`src/rtl/pkt_rx_ctrl_if.sv`:
```
// Signal bundle between pkt_rx_ctrl, the serial shift buffer and the packet consumer.
// master: the sequencer side; slave: the buffer/consumer side.
interface pkt_rx_ctrl_if;
  logic        arm;
  logic        pkt_rec;
  logic [63:0] frame_in;
  logic        pkt_ready;
  logic        timeout_clr;
  logic        bit_en;
  logic        pkt_rst;
  logic [63:0] pkt_data;
  logic        pkt_valid;
  logic        timeout;
  logic [7:0]  pkt_count;
  logic        busy;

  modport master (
    input  arm, pkt_rec, frame_in, pkt_ready, timeout_clr,
    output bit_en, pkt_rst, pkt_data, pkt_valid, timeout, pkt_count, busy
  );

  modport slave (
    output arm, pkt_rec, frame_in, pkt_ready, timeout_clr,
    input  bit_en, pkt_rst, pkt_data, pkt_valid, timeout, pkt_count, busy
  );
endinterface

```
`src/rtl/pkt_rx_ctrl.sv`:
```
// Receive sequencer for the 64-bit serial shift buffer: divided shift enable, packet hunt, capture, handshake, re-arm.
// Define PKT_RX_TIMEOUT_EN to build the bit counter, sticky timeout flag and retry-on-timeout.
module pkt_rx_ctrl #(
  parameter int CLK_DIV      = 4,
  parameter int TIMEOUT_BITS = 128
) (
  input logic           clk,
  input logic           rst,
  pkt_rx_ctrl_if.master bus
);

  localparam int DIV_W = $clog2(CLK_DIV);
  localparam logic [DIV_W-1:0] DIV_LAST = DIV_W'(CLK_DIV - 1);
  localparam logic [DIV_W-1:0] DIV_PRE  = DIV_W'(CLK_DIV - 2);

  localparam logic [2:0] S_IDLE    = 3'd0;
  localparam logic [2:0] S_FLUSH   = 3'd1;
  localparam logic [2:0] S_HUNT    = 3'd2;
  localparam logic [2:0] S_CAPTURE = 3'd3;
  localparam logic [2:0] S_HOLD    = 3'd4;

  if (CLK_DIV < 3) begin : g_chk_div
    $error("pkt_rx_ctrl: CLK_DIV must be at least 3");
  end
  if (TIMEOUT_BITS < 1 || TIMEOUT_BITS > 65535) begin : g_chk_to
    $error("pkt_rx_ctrl: TIMEOUT_BITS must be in 1..65535");
  end

  logic [2:0]       state_q, state_d;
  logic [DIV_W-1:0] div_q, div_d;
  logic             mask_q, mask_d;
  logic             bit_en_q, bit_en_d;
  logic             pkt_rst_q, pkt_rst_d;
  logic             valid_q, valid_d;
  logic [63:0]      data_q, data_d;
  logic [7:0]       count_q, count_d;
  logic             busy_q, busy_d;
  logic             hit;

`ifdef PKT_RX_TIMEOUT_EN
  localparam int BIT_W = $clog2(TIMEOUT_BITS + 1);
  localparam logic [BIT_W-1:0] BIT_LAST = BIT_W'(TIMEOUT_BITS);
  logic [BIT_W-1:0] bits_q, bits_d;
  logic             timeout_q, timeout_d;
  logic             expired;
  assign expired = (bits_q == BIT_LAST);
`endif

  // The buffer's flag still shows the previous frame for two cycles after a clear.
  assign hit = bus.pkt_rec && !mask_q;

  always_comb begin
    state_d = state_q;
    div_d   = div_q;
    mask_d  = mask_q;
    valid_d = valid_q;
    data_d  = data_q;
    count_d = count_q;
`ifdef PKT_RX_TIMEOUT_EN
    bits_d    = bits_q;
    timeout_d = bus.timeout_clr ? 1'b0 : timeout_q;
`endif
    case (state_q)
      S_IDLE: begin
        if (bus.arm) state_d = S_FLUSH;
      end
      S_FLUSH: begin
        div_d   = '0;
        mask_d  = 1'b1;
        state_d = S_HUNT;
`ifdef PKT_RX_TIMEOUT_EN
        bits_d  = '0;
`endif
      end
      S_HUNT: begin
        div_d = (div_q == DIV_LAST) ? '0 : div_q + 1'b1;
        if (bit_en_q) begin
          mask_d = 1'b0;
`ifdef PKT_RX_TIMEOUT_EN
          if (!expired) bits_d = bits_q + 1'b1;
`endif
        end
        if (!bus.arm) state_d = S_IDLE;
        else if (hit) state_d = S_CAPTURE;
`ifdef PKT_RX_TIMEOUT_EN
        else if (expired) state_d = S_FLUSH;
        // Set has priority over a simultaneous clear.
        if (expired && !(bus.arm && hit)) timeout_d = 1'b1;
`endif
      end
      S_CAPTURE: begin
        data_d  = bus.frame_in;
        valid_d = 1'b1;
        state_d = S_HOLD;
      end
      S_HOLD: begin
        if (valid_q && bus.pkt_ready) begin
          valid_d = 1'b0;
          count_d = count_q + 8'd1;
          state_d = bus.arm ? S_FLUSH : S_IDLE;
        end
      end
      default: state_d = S_IDLE;
    endcase
    // Registered outputs describe the state being entered.
    pkt_rst_d = (state_d == S_FLUSH);
    bit_en_d  = (state_q == S_HUNT) && (state_d == S_HUNT) && (div_q == DIV_PRE);
    busy_d    = (state_d != S_IDLE);
  end

  always_ff @(posedge clk) begin
    if (rst) begin
      state_q   <= S_IDLE;
      div_q     <= '0;
      mask_q    <= 1'b0;
      bit_en_q  <= 1'b0;
      pkt_rst_q <= 1'b0;
      valid_q   <= 1'b0;
      data_q    <= '0;
      count_q   <= '0;
      busy_q    <= 1'b0;
`ifdef PKT_RX_TIMEOUT_EN
      bits_q    <= '0;
      timeout_q <= 1'b0;
`endif
    end else begin
      state_q   <= state_d;
      div_q     <= div_d;
      mask_q    <= mask_d;
      bit_en_q  <= bit_en_d;
      pkt_rst_q <= pkt_rst_d;
      valid_q   <= valid_d;
      data_q    <= data_d;
      count_q   <= count_d;
      busy_q    <= busy_d;
`ifdef PKT_RX_TIMEOUT_EN
      bits_q    <= bits_d;
      timeout_q <= timeout_d;
`endif
    end
  end

  assign bus.bit_en    = bit_en_q;
  assign bus.pkt_rst   = pkt_rst_q;
  assign bus.pkt_data  = data_q;
  assign bus.pkt_valid = valid_q;
  assign bus.pkt_count = count_q;
  assign bus.busy      = busy_q;

`ifdef PKT_RX_TIMEOUT_EN
  assign bus.timeout = timeout_q;
`else
  logic unused_timeout_clr;
  assign unused_timeout_clr = bus.timeout_clr;
  assign bus.timeout = 1'b0;
`endif

endmodule

```
`src/flat_wrapper.sv`:
```
// flat-port wrapper written by rule: the top's interface ports become plain ports
module pkt_rx_ctrl_flat 
#(
  parameter int CLK_DIV      = 4,
  parameter int TIMEOUT_BITS = 128
)
  (clk, rst, bus_arm, bus_pkt_rec, bus_frame_in, bus_pkt_ready, bus_timeout_clr, bus_bit_en, bus_pkt_rst, bus_pkt_data, bus_pkt_valid, bus_timeout, bus_pkt_count, bus_busy);
  pkt_rx_ctrl_if bus_i ();
  input logic clk;
  input logic rst;
  input wire logic [$bits(bus_i.arm)-1:0] bus_arm;
  input wire logic [$bits(bus_i.pkt_rec)-1:0] bus_pkt_rec;
  input wire logic [$bits(bus_i.frame_in)-1:0] bus_frame_in;
  input wire logic [$bits(bus_i.pkt_ready)-1:0] bus_pkt_ready;
  input wire logic [$bits(bus_i.timeout_clr)-1:0] bus_timeout_clr;
  output wire logic [$bits(bus_i.bit_en)-1:0] bus_bit_en;
  output wire logic [$bits(bus_i.pkt_rst)-1:0] bus_pkt_rst;
  output wire logic [$bits(bus_i.pkt_data)-1:0] bus_pkt_data;
  output wire logic [$bits(bus_i.pkt_valid)-1:0] bus_pkt_valid;
  output wire logic [$bits(bus_i.timeout)-1:0] bus_timeout;
  output wire logic [$bits(bus_i.pkt_count)-1:0] bus_pkt_count;
  output wire logic [$bits(bus_i.busy)-1:0] bus_busy;
  assign bus_i.arm = bus_arm;
  assign bus_i.pkt_rec = bus_pkt_rec;
  assign bus_i.frame_in = bus_frame_in;
  assign bus_i.pkt_ready = bus_pkt_ready;
  assign bus_i.timeout_clr = bus_timeout_clr;
  assign bus_bit_en = bus_i.bit_en;
  assign bus_pkt_rst = bus_i.pkt_rst;
  assign bus_pkt_data = bus_i.pkt_data;
  assign bus_pkt_valid = bus_i.pkt_valid;
  assign bus_timeout = bus_i.timeout;
  assign bus_pkt_count = bus_i.pkt_count;
  assign bus_busy = bus_i.busy;
  pkt_rx_ctrl #(.CLK_DIV(CLK_DIV), .TIMEOUT_BITS(TIMEOUT_BITS)) u_core (.clk(clk), .rst(rst), .bus(bus_i));
endmodule
```
`config.mk`:
```
export PLATFORM = sky130hd
export DESIGN_NAME = pkt_rx_ctrl_flat
export DESIGN_NICKNAME = d
export VERILOG_FILES = /design/src/rtl/pkt_rx_ctrl_if.sv /design/src/rtl/pkt_rx_ctrl.sv /design/src/flat_wrapper.sv
export SDC_FILE = /design/constraint.sdc
export NUM_CORES = 1
export LEC_CHECK = 0
export BUFFER_PORTS_ARGS = -buffer_cell sky130_fd_sc_hd__buf_2
export CAP_MARGIN = 20
export CORE_MARGIN = 3
export CORE_UTILIZATION = 46
export CTS_CLUSTER_SIZE = 8
export DETAILED_ROUTE_END_ITERATION = 7
export GPL_TIMING_DRIVEN = 0
export PLACE_DENSITY = 0.89
export SLEW_MARGIN = 20
export SYNTH_ARGS = -nofsm -noshare
export SYNTH_HDL_FRONTEND = slang
export SYNTH_SLANG_ARGS = --single-unit
```
`constraint.sdc`:
```
create_clock -name clk -period 1.9 [get_ports clk]
set_clock_uncertainty 0.1 [all_clocks]
set_input_delay 0.38 -clock clk [delete_from_list [all_inputs] [get_ports clk]]
set_output_delay 0.38 -clock clk [all_outputs]
set_load 0.01 [all_outputs]
```
After elaboration in Yosys (flattened, before gate mapping)
Cells that the tools add are included.
{ "op_classes": {"addsub": 2, "eq_ne": 10, "mux": 12, "reduce_logical": 12} }
{ "ops": {"columns": ["op", "count"], "rows": [
  ["3-bit one-hot mux with 5 select lines", 1],
  ["3-bit 2-to-1 mux", 4],
  ["3-bit by 2-bit == test with 1-bit output (second input constant)", 3],
  ["8-bit by 1-bit adder with 8-bit output (second input constant)", 1],
  ["3-bit by 1-bit == test with 1-bit output (second input constant)", 2],
  ["2-bit AND reduction", 3],
  ["2-bit == test (second input constant)", 2],
  ["1-bit logical AND", 4],
  ["2-bit by 1-bit inequality test with 1-bit output (second input constant)", 2],
  ["1-bit one-hot mux with 2 select lines", 2],
  ["2-bit one-hot mux with 2 select lines", 1],
  ["2-bit nonzero test", 2],
  ["3-bit == test (second input constant)", 1],
  ["3-bit zero test", 1],
  ["1-bit 2-to-1 mux", 3],
  ["3-bit nonzero test", 1],
  ["2-bit by 1-bit adder with 2-bit output (second input constant)", 1],
  ["2-bit 2-to-1 mux", 1],
  ["1-bit zero test", 1]
]} }
{ "word_totals": {"register_bits": 82, "inputBits": 70, "out_inout_bits": 77, "word_cells": 45} }

Longest topological paths before layout
Gate-level depths: netlist of run 1.
{ "depth": {"word_depth": 8, "depth_mapped": 6, "ltp_nobuf": 5} }

Worst setup path before layout of run 1
OpenSTA, ideal clock, no wires.
{ "synth_path": {"kind": "register to register", "startpoint": "reg u_core.state_q[1]", "endpoint": "reg u_core.count_q[7], in the netlist u_core.bus.pkt_count[7]", "setup_ns": 0.121, "arrival_time_ns": 1.358, "t_required_ns": 1.679, "slack_ns": 0.322, "path_stages_with_launch": 4, "path_buffers": 0, "synth_period_minus_slack_ns": 1.578, "cell_sequence": "dfxtp_1 -> or3b_4 -> nor4_1 -> mux2_2"} }
{ "synth_via": {"elab_chain_len": 2} }
{ "synth_rtl": {"columns": ["item", "line_no", "text"], "rows": [
  ["from (decl)", "pkt_rx_ctrl.sv:29", "logic [2:0] state_q, state_d;"],
  ["from (signal assigned)", "pkt_rx_ctrl.sv:127", "state_q <= state_d;"],
  ["3-bit == test", "pkt_rx_ctrl.sv:63", "case (state_q)"],
  ["2-bit AND reduction (no line)", null, null],
  ["to (signal assigned)", "pkt_rx_ctrl.sv:134", "count_q <= count_d;"],
  ["to (decl)", "pkt_rx_ctrl.sv:36", "logic [7:0] count_q, count_d;"]
]} }
Every way passes these cells.
A chain may end at the register's enable or synchronous reset.

Worst setup path after layout of run 1
{ "layout_path": {"startpoint": "reg u_core.state_q[0]", "endpoint": "reg u_core.data_q[11], in the netlist u_core.bus.pkt_data[11]"} }
{ "layout_via": {"elab_chain_len": 1} }
{ "layout_rtl": {"columns": ["item", "line_no", "text"], "rows": [
  ["3-bit by 2-bit == test with 1-bit output", "pkt_rx_ctrl.sv:63", null],
  ["to (signal assigned)", "pkt_rx_ctrl.sv:133", "data_q <= data_d;"],
  ["to (decl)", "pkt_rx_ctrl.sv:35", "logic [63:0] data_q, data_d;"]
]} }
Every way passes these cells.

==> metrics.yaml, run 1 <==
run_status:
  run_status: "finished clean"
min_path:
  worstHoldStart: "bus_frame_in[34]"
  min_to: "u_core.bus.pkt_data[34]"
  hold_depth: 3
  hold_class: "input pin to flip-flop"
critical_path:
  reg2regPathDepth: 5
  cp-end-kind: "flip-flop"
  r2r_slack_ns: 0.20
  timing.critical_path.fanout_max: 10
  arrival_ns: 1.87
  r2r_start: "u_core.state_q[0]"
  critPathKind: "flip-flop to flip-flop"
  startpoint_type: "flip-flop"
  worstReg2RegEnd: "u_core.bus.pkt_data[11]"
  crit_required_ns: 2.07
synthesis:
  yosys.cell_types.count: 35
  synthesis.nets: 452
  yosys_warnings: 0
  seq_area_frac_synth: 0.538
  synth_area_per_cell_um2: 8.05
  synth_seq_cells: 82
  synth_cells: 379
  netlist_area_mm2: 0.00305
cts:
  insertion_delay_ns: 0.34
  cts_max_level: 3
  clk_path_buf_depth: 2
  root_buffer: "clkbuf_8"
  cts.sinks: 82
  cts_buffers: 9
  cts_hold_buf: 0
  clkTransAtPathRegs_ns: 0.08
  cts_tree: "built"
floorplanning:
  dieHeight_um: 87.4
  rows: 29
  core_mm2: 0.00639
  die-area_mm2: 0.00764
  die_x_um: 87.4
  start_util: 0.477
  io_pins: 147
grt:
  grt_start_max_net_pins: 14
  grt_pass1_vias: 2820
  grt_overflow: 0
  grt_use_total: 0.214
  antenna_found_initial: 0
  grt_first_pass_wirelength_mm: 13.0
sta:
  rsz0062_at_grt: "yes"
  slew_headroom: 0.637
  maxSlewViolCount: 0
  finalSetupViolations: 0
  max_freq_ghz: 0.589
  tightest_slew_ns: 0.544
  fin_crit_sh: 0.894
  min_period_ns: 1.70
  hold_viol_final: 0
power:
  p_total_mw: 3.45
  p_comb_frac: 0.064
  switchingPower_uw: 740
  seq_power_share: 0.510
  swShare: 0.215
  powerDensity_mw_per_mm2: 839
  clock_power_share: 0.426
  vdd_drop_max_mv: 0.545
  internal-power_mw: 2.71
  p_leak_nw: 1.79
layout:
  antenna_cells_inserted: 0
  flow.area_growth_from_synthesis_pct: 34.8
  fin_area_mm2: 0.00411
  drive_gt1_frac: 0.322
  fin_nets: 606
  final_cell_mix: "150 x buf_2, 129 x nand2_1, 82 x dfxtp_1"
  mostFrequentLayoutCell: "buf_2"
place:
  portBuffers: 143
  dp_hpwl_mm: 6.10
  gp_congestion: 0.794
  dpl_cell_area_mm2: 0.00386
routing:
  drt_iter0_drc: 77
  detail-route-antenna-nets: 0
  first_pass_iters: 4
  routed_via_density: 5.04
  drt-total-wl_mm: 8.19
  wl_per_cell_um: 13.3
  post-route-drc-count: 0
  routed-via-count: 3093
run:
  cap_violations: 0
what timing repair did:
action                                 4_1_cts  5_1_grt
gates resized for setup                      0        6
buffers inserted                             0        0
setup endpoints to repair                    0       22
endpoints found under the hold margin        0        0
how the worst max path moves through the flow:
stage	cells past startpoint	to	from
floorplan	3	u_core.bus.pkt_count[7]	u_core.state_q[1]
global placement	4	u_core.bus.pkt_data[8]	rst
detailed placement	4	u_core.bus.pkt_data[11]	rst
CTS	6	u_core.bus.pkt_data[44]	u_core.state_q[0]
global route	5	u_core.bus.pkt_data[11]	u_core.state_q[0]
finish	5	u_core.bus.pkt_data[11]	u_core.state_q[0]
layer usage:
| metal | GRT usage | up-vias | share of wire |
|---|---|---|---|
| met5 | 0 | - | 0 |
| met4 | 0.0725 | 0 | 0.014 |
| met3 | 0.0341 | 14 | 0.058 |
| met2 | 0.381 | 93 | 0.52 |
| met1 | 0.259 | 1410 | 0.41 |
| li1 | - | 1576 | - |
through the flow:
step / TNS [ns] / cells / hold WS, ns / utilization / setup slack [ns]
after floorplan: 0 / 379 / 0.381 / - / 0.322
after global placement: -0.0609 / 599 / 0.339 / 0.605 / -0.00987
after detailed placement: -0.552 / 599 / 0.344 / 0.605 / -0.0649
after CTS: 0 / 614 / 0.153 / 0.641 / 0.128
after global routing: 0 / 614 / 0.160 / 0.643 / 0.00218
final: 0 / 614 / 0.166 / 0.643 / 0.202
worst max-delay path: stages (launching register included):
cell and delay, ns:
dfxtp_1 0.43, and3b_1 0.22, buf_2 0.24, buf_1 0.36, nand2_1 0.12, a21oi_1 0.15
logic make-up after synthesis:
logic type	synth area share
compound gates	0.172
fa+ha+maj	0.0123
buf+inv	0.0435
flops	0.538
mux	0.00369
other cells	0.00123
simple gates	0.229
state kept, by name (all words and copies together), names as in the netlist, 2 cells and up:
| signal | count |
|---|---|
| u_core.state_q | 3 |
| u_core.bus.pkt_data | 64 |
| u_core.bus.pkt_count | 8 |
| u_core.div_q | 2 |
area by class of cell:
type                    count  area, µm²
well taps                  77       96.3
plain buffers              29        125
inverters                   3       11.3
repair buffers            143        716
fillers                   580       2280
clock buffers              10        128
flip-flops and latches     82       1640
multi-input cells         265       1290
clock inverters             5        104
power by group through the flow:
stage	Sequential, mW	Combinational (mW)	Clock, mW
6_report	1.76	0.221	1.47
5_1_grt	1.76	0.247	1.56
4_1_cts	1.76	0.222	1.49
3_5_place_dp	1.80	0.219	0
3_3_place_gp	1.80	0.214	0
2_1_floorplan	1.81	0.0902	0
cell usage after synthesis:
master     instances  area share
o21ai_0            8       0.013
dfxtp_1           82        0.54
clkbuf_1          14       0.017
a2bb2oi_1          1      0.0029
a31oi_1            1      0.0021
nor2_1             4      0.0049
nand2b_1           1      0.0021
and3_1             1      0.0021
and4_1             1      0.0029
nand3b_1           2      0.0049
nand3_1            4      0.0066
nand2_1          129        0.16
a21bo_2            1      0.0033
and2_1             2      0.0041
nor2b_1            2      0.0041
or3b_4             1      0.0037
mux2_2             1      0.0037
inv_1              3      0.0037
a21oi_1           78        0.13
nor3_1             1      0.0016
and3b_1            1      0.0029
or4_1              4      0.0098
or3_1              2      0.0041
buf_1              7      0.0086
ha_1               3       0.012
a211oi_1           3      0.0074
nor3b_2            1      0.0041
nor4_1             2      0.0041
nand4_1            4      0.0082
o2bb2ai_1          1      0.0029
conb_1             1      0.0012
buf_4              1      0.0025
o211ai_1           1      0.0025
buf_2              7       0.011
o31ai_1            4      0.0098
(Power assumes the default switching activity.)
==> run 2: changes to the inputs <==
- CORE_MARGIN: 3 -> default
==> run 2 against run 1 <==
Critical path depth fell by 2. Critical path type unchanged. Final area fell by 0.64%. Highest routed layer unchanged. Cell count rose by 0.16%. Clock-buffer cell count rose by 2. Utilization fell by 0.41 points. Global-route usage rose by 2.0 points. Largest cell class unchanged. Worst setup slack got worse by 0.071 ns. Flip-flop and latch count did not move. Combinational power barely moved.
==> metrics.yaml, run 2 (synthesis gave the netlist of run 1 again) <==
sta:
  fin_crit_sh: 0.931
  setup_ws_ns: 0.131
  rsz0062_at_grt: "no"
  finalSetupViolations: 0
  tightest_slew_ns: 0.541
  min_period_ns: 1.77
  max_freq_ghz: 0.565
  hold_ws_ns: 0.164
  maxSlewViolCount: 0
  hold_viol_final: 0
  slew_headroom: 0.639
min_path:
  hold_class: "input pin to flip-flop"
  hold_depth: 3
  worstHoldStart: "bus_frame_in[15]"
routing:
  drt-total-wl_mm: 8.19
  first_pass_iters: 4
  wl_per_cell_um: 13.3
  detail-route-antenna-nets: 0
  routed_via_density: 5.12
  drt_iter0_drc: 111
  post-route-drc-count: 0
  routed-via-count: 3150
critical_path:
  r2r_slack_ns: 0.13
  r2r_start: "u_core.state_q[2]"
  cp_slowest_cell: "or3b_4"
  crit_end: "u_core.bus.pkt_count[7]"
  startpoint_type: "flip-flop"
  slowest_delay_ns: 0.44
  cp-end-kind: "flip-flop"
  crit_required_ns: 2.03
  timing.critical_path.fanout_max: 6
  critPathKind: "flip-flop to flip-flop"
  reg2regPathDepth: 3
  cp_cell_sequence: "or3b_4 -> nor4_1 -> mux2_2"
  crit_start: "u_core.state_q[2]"
  arrival_ns: 1.90
  worstReg2RegEnd: "u_core.bus.pkt_count[7]"
place:
  gp_congestion: 0.791
  portBuffers: 143
  dp_slack_ns: -0.0638
  dp_hpwl_mm: 5.90
  dp.cells: 599
layout:
  drive_gt1_frac: 0.318
  mostFrequentLayoutCell: "buf_2"
  antenna_cells_inserted: 0
  flow.area_growth_from_synthesis_pct: 33.9
  final_cells: 615
  multi_input_comb_area_mm2: 0.00127
  largest_reg_flops: 64
  fillers: 572
  final_util: 0.639
  final_cell_mix: "150 x buf_2, 129 x nand2_1, 82 x dfxtp_1"
  fin_nets: 606
  seqCellArea_mm2: 0.00164
power:
  p_leak_nw: 1.78
  p_total_mw: 3.37
  vdd_drop_max_mv: 0.495
  powerDensity_mw_per_mm2: 825
grt:
  grt_use_total: 0.233
  grt_start_max_net_pins: 14
  grt_pass1_vias: 2934
  grt_overflow: 0
  grt_first_pass_wirelength_mm: 13.2
  antenna_found_initial: 0
floorplanning:
  io_pins: 147
  rows: 29
  die_x_um: 83.4
  die-area_mm2: 0.00696
  start_util: 0.477
  core_mm2: 0.00639
  dieHeight_um: 83.4
cts:
  cts_hold_buf: 0
  cts.sinks: 82
  cts_tree: "built"
  root_buffer: "clkbuf_8"
  clk_path_buf_depth: 2
  cts_max_level: 3
  cts_buffers: 9
  clkTransAtPathRegs_ns: 0.08
  insertion_delay_ns: 0.34
run_status:
  run_status: "finished clean"
run:
  cap_violations: 0
-- run 2: cell count changes in the layout (fill, tap and decap cells not counted), sizes merged --
cell / previous run / this run
inv: 3 / 4
clkinv: 2 / 1
bufinv: 3 / 2
clkbuf: 26 / 27
buf: 156 / 157
-- run 2: report_power, final --
group	internal [mW]	switching, mW
Combinational	0.0981	0.122
Clock	0.781	0.610
Sequential	1.74	0.0156
-- run 2: what timing repair did --
item,in CTS,in global routing
resized for setup,0,3
buffers inserted,0,0
setup endpoints to repair,0,20
-- run 2: layer usage --
layer	vias up	GRT usage	routed length [µm]
met5	-	0	0
met4	0	0.0955	140
met3	14	0.0358	350
met2	93	0.420	4310
met1	1474	0.276	3390
li1	1569	-	-
-- run 2: how the worst min path moves through the flow --
stage	to	slack (ns)
after CTS	u_core.bus.pkt_data[15]	0.16
after detailed placement	u_core.bus.pkt_data[23]	0.34
after global routing	u_core.bus.pkt_data[48]	0.16
after floorplan	u_core.bus.pkt_data[0]	0.38
final	u_core.bus.pkt_data[15]	0.16
after global placement	u_core.bus.pkt_data[13]	0.34
-- run 2: worst max-delay path: cells and delay by family, from the launching register on --
kind             cells  cell delay, ns
DFF                  1            0.40
muxes                1            0.37
and+or+nand+nor      2            0.79
-- run 2: area by class of cell --
cell class,instances,share of cell area
Sequential cell,82,0.402
Multi-Input combinational cell,265,0.312
Timing Repair Buffer,143,0.175
Clock buffer,12,0.0356
Buffer,29,0.0303
Tap cell,77,0.0236
Clock inverter,4,0.0181
Inverter,3,0.00276
-- run 2: metrics by stage --
step | instance area (µm²) | TNS (ns)
global placement | 3860 | -0.0934
global route | 4080 | 0
floorplan | 3050 | 0
finish | 4080 | 0
CTS | 4080 | 0
detailed placement | 3860 | -0.380
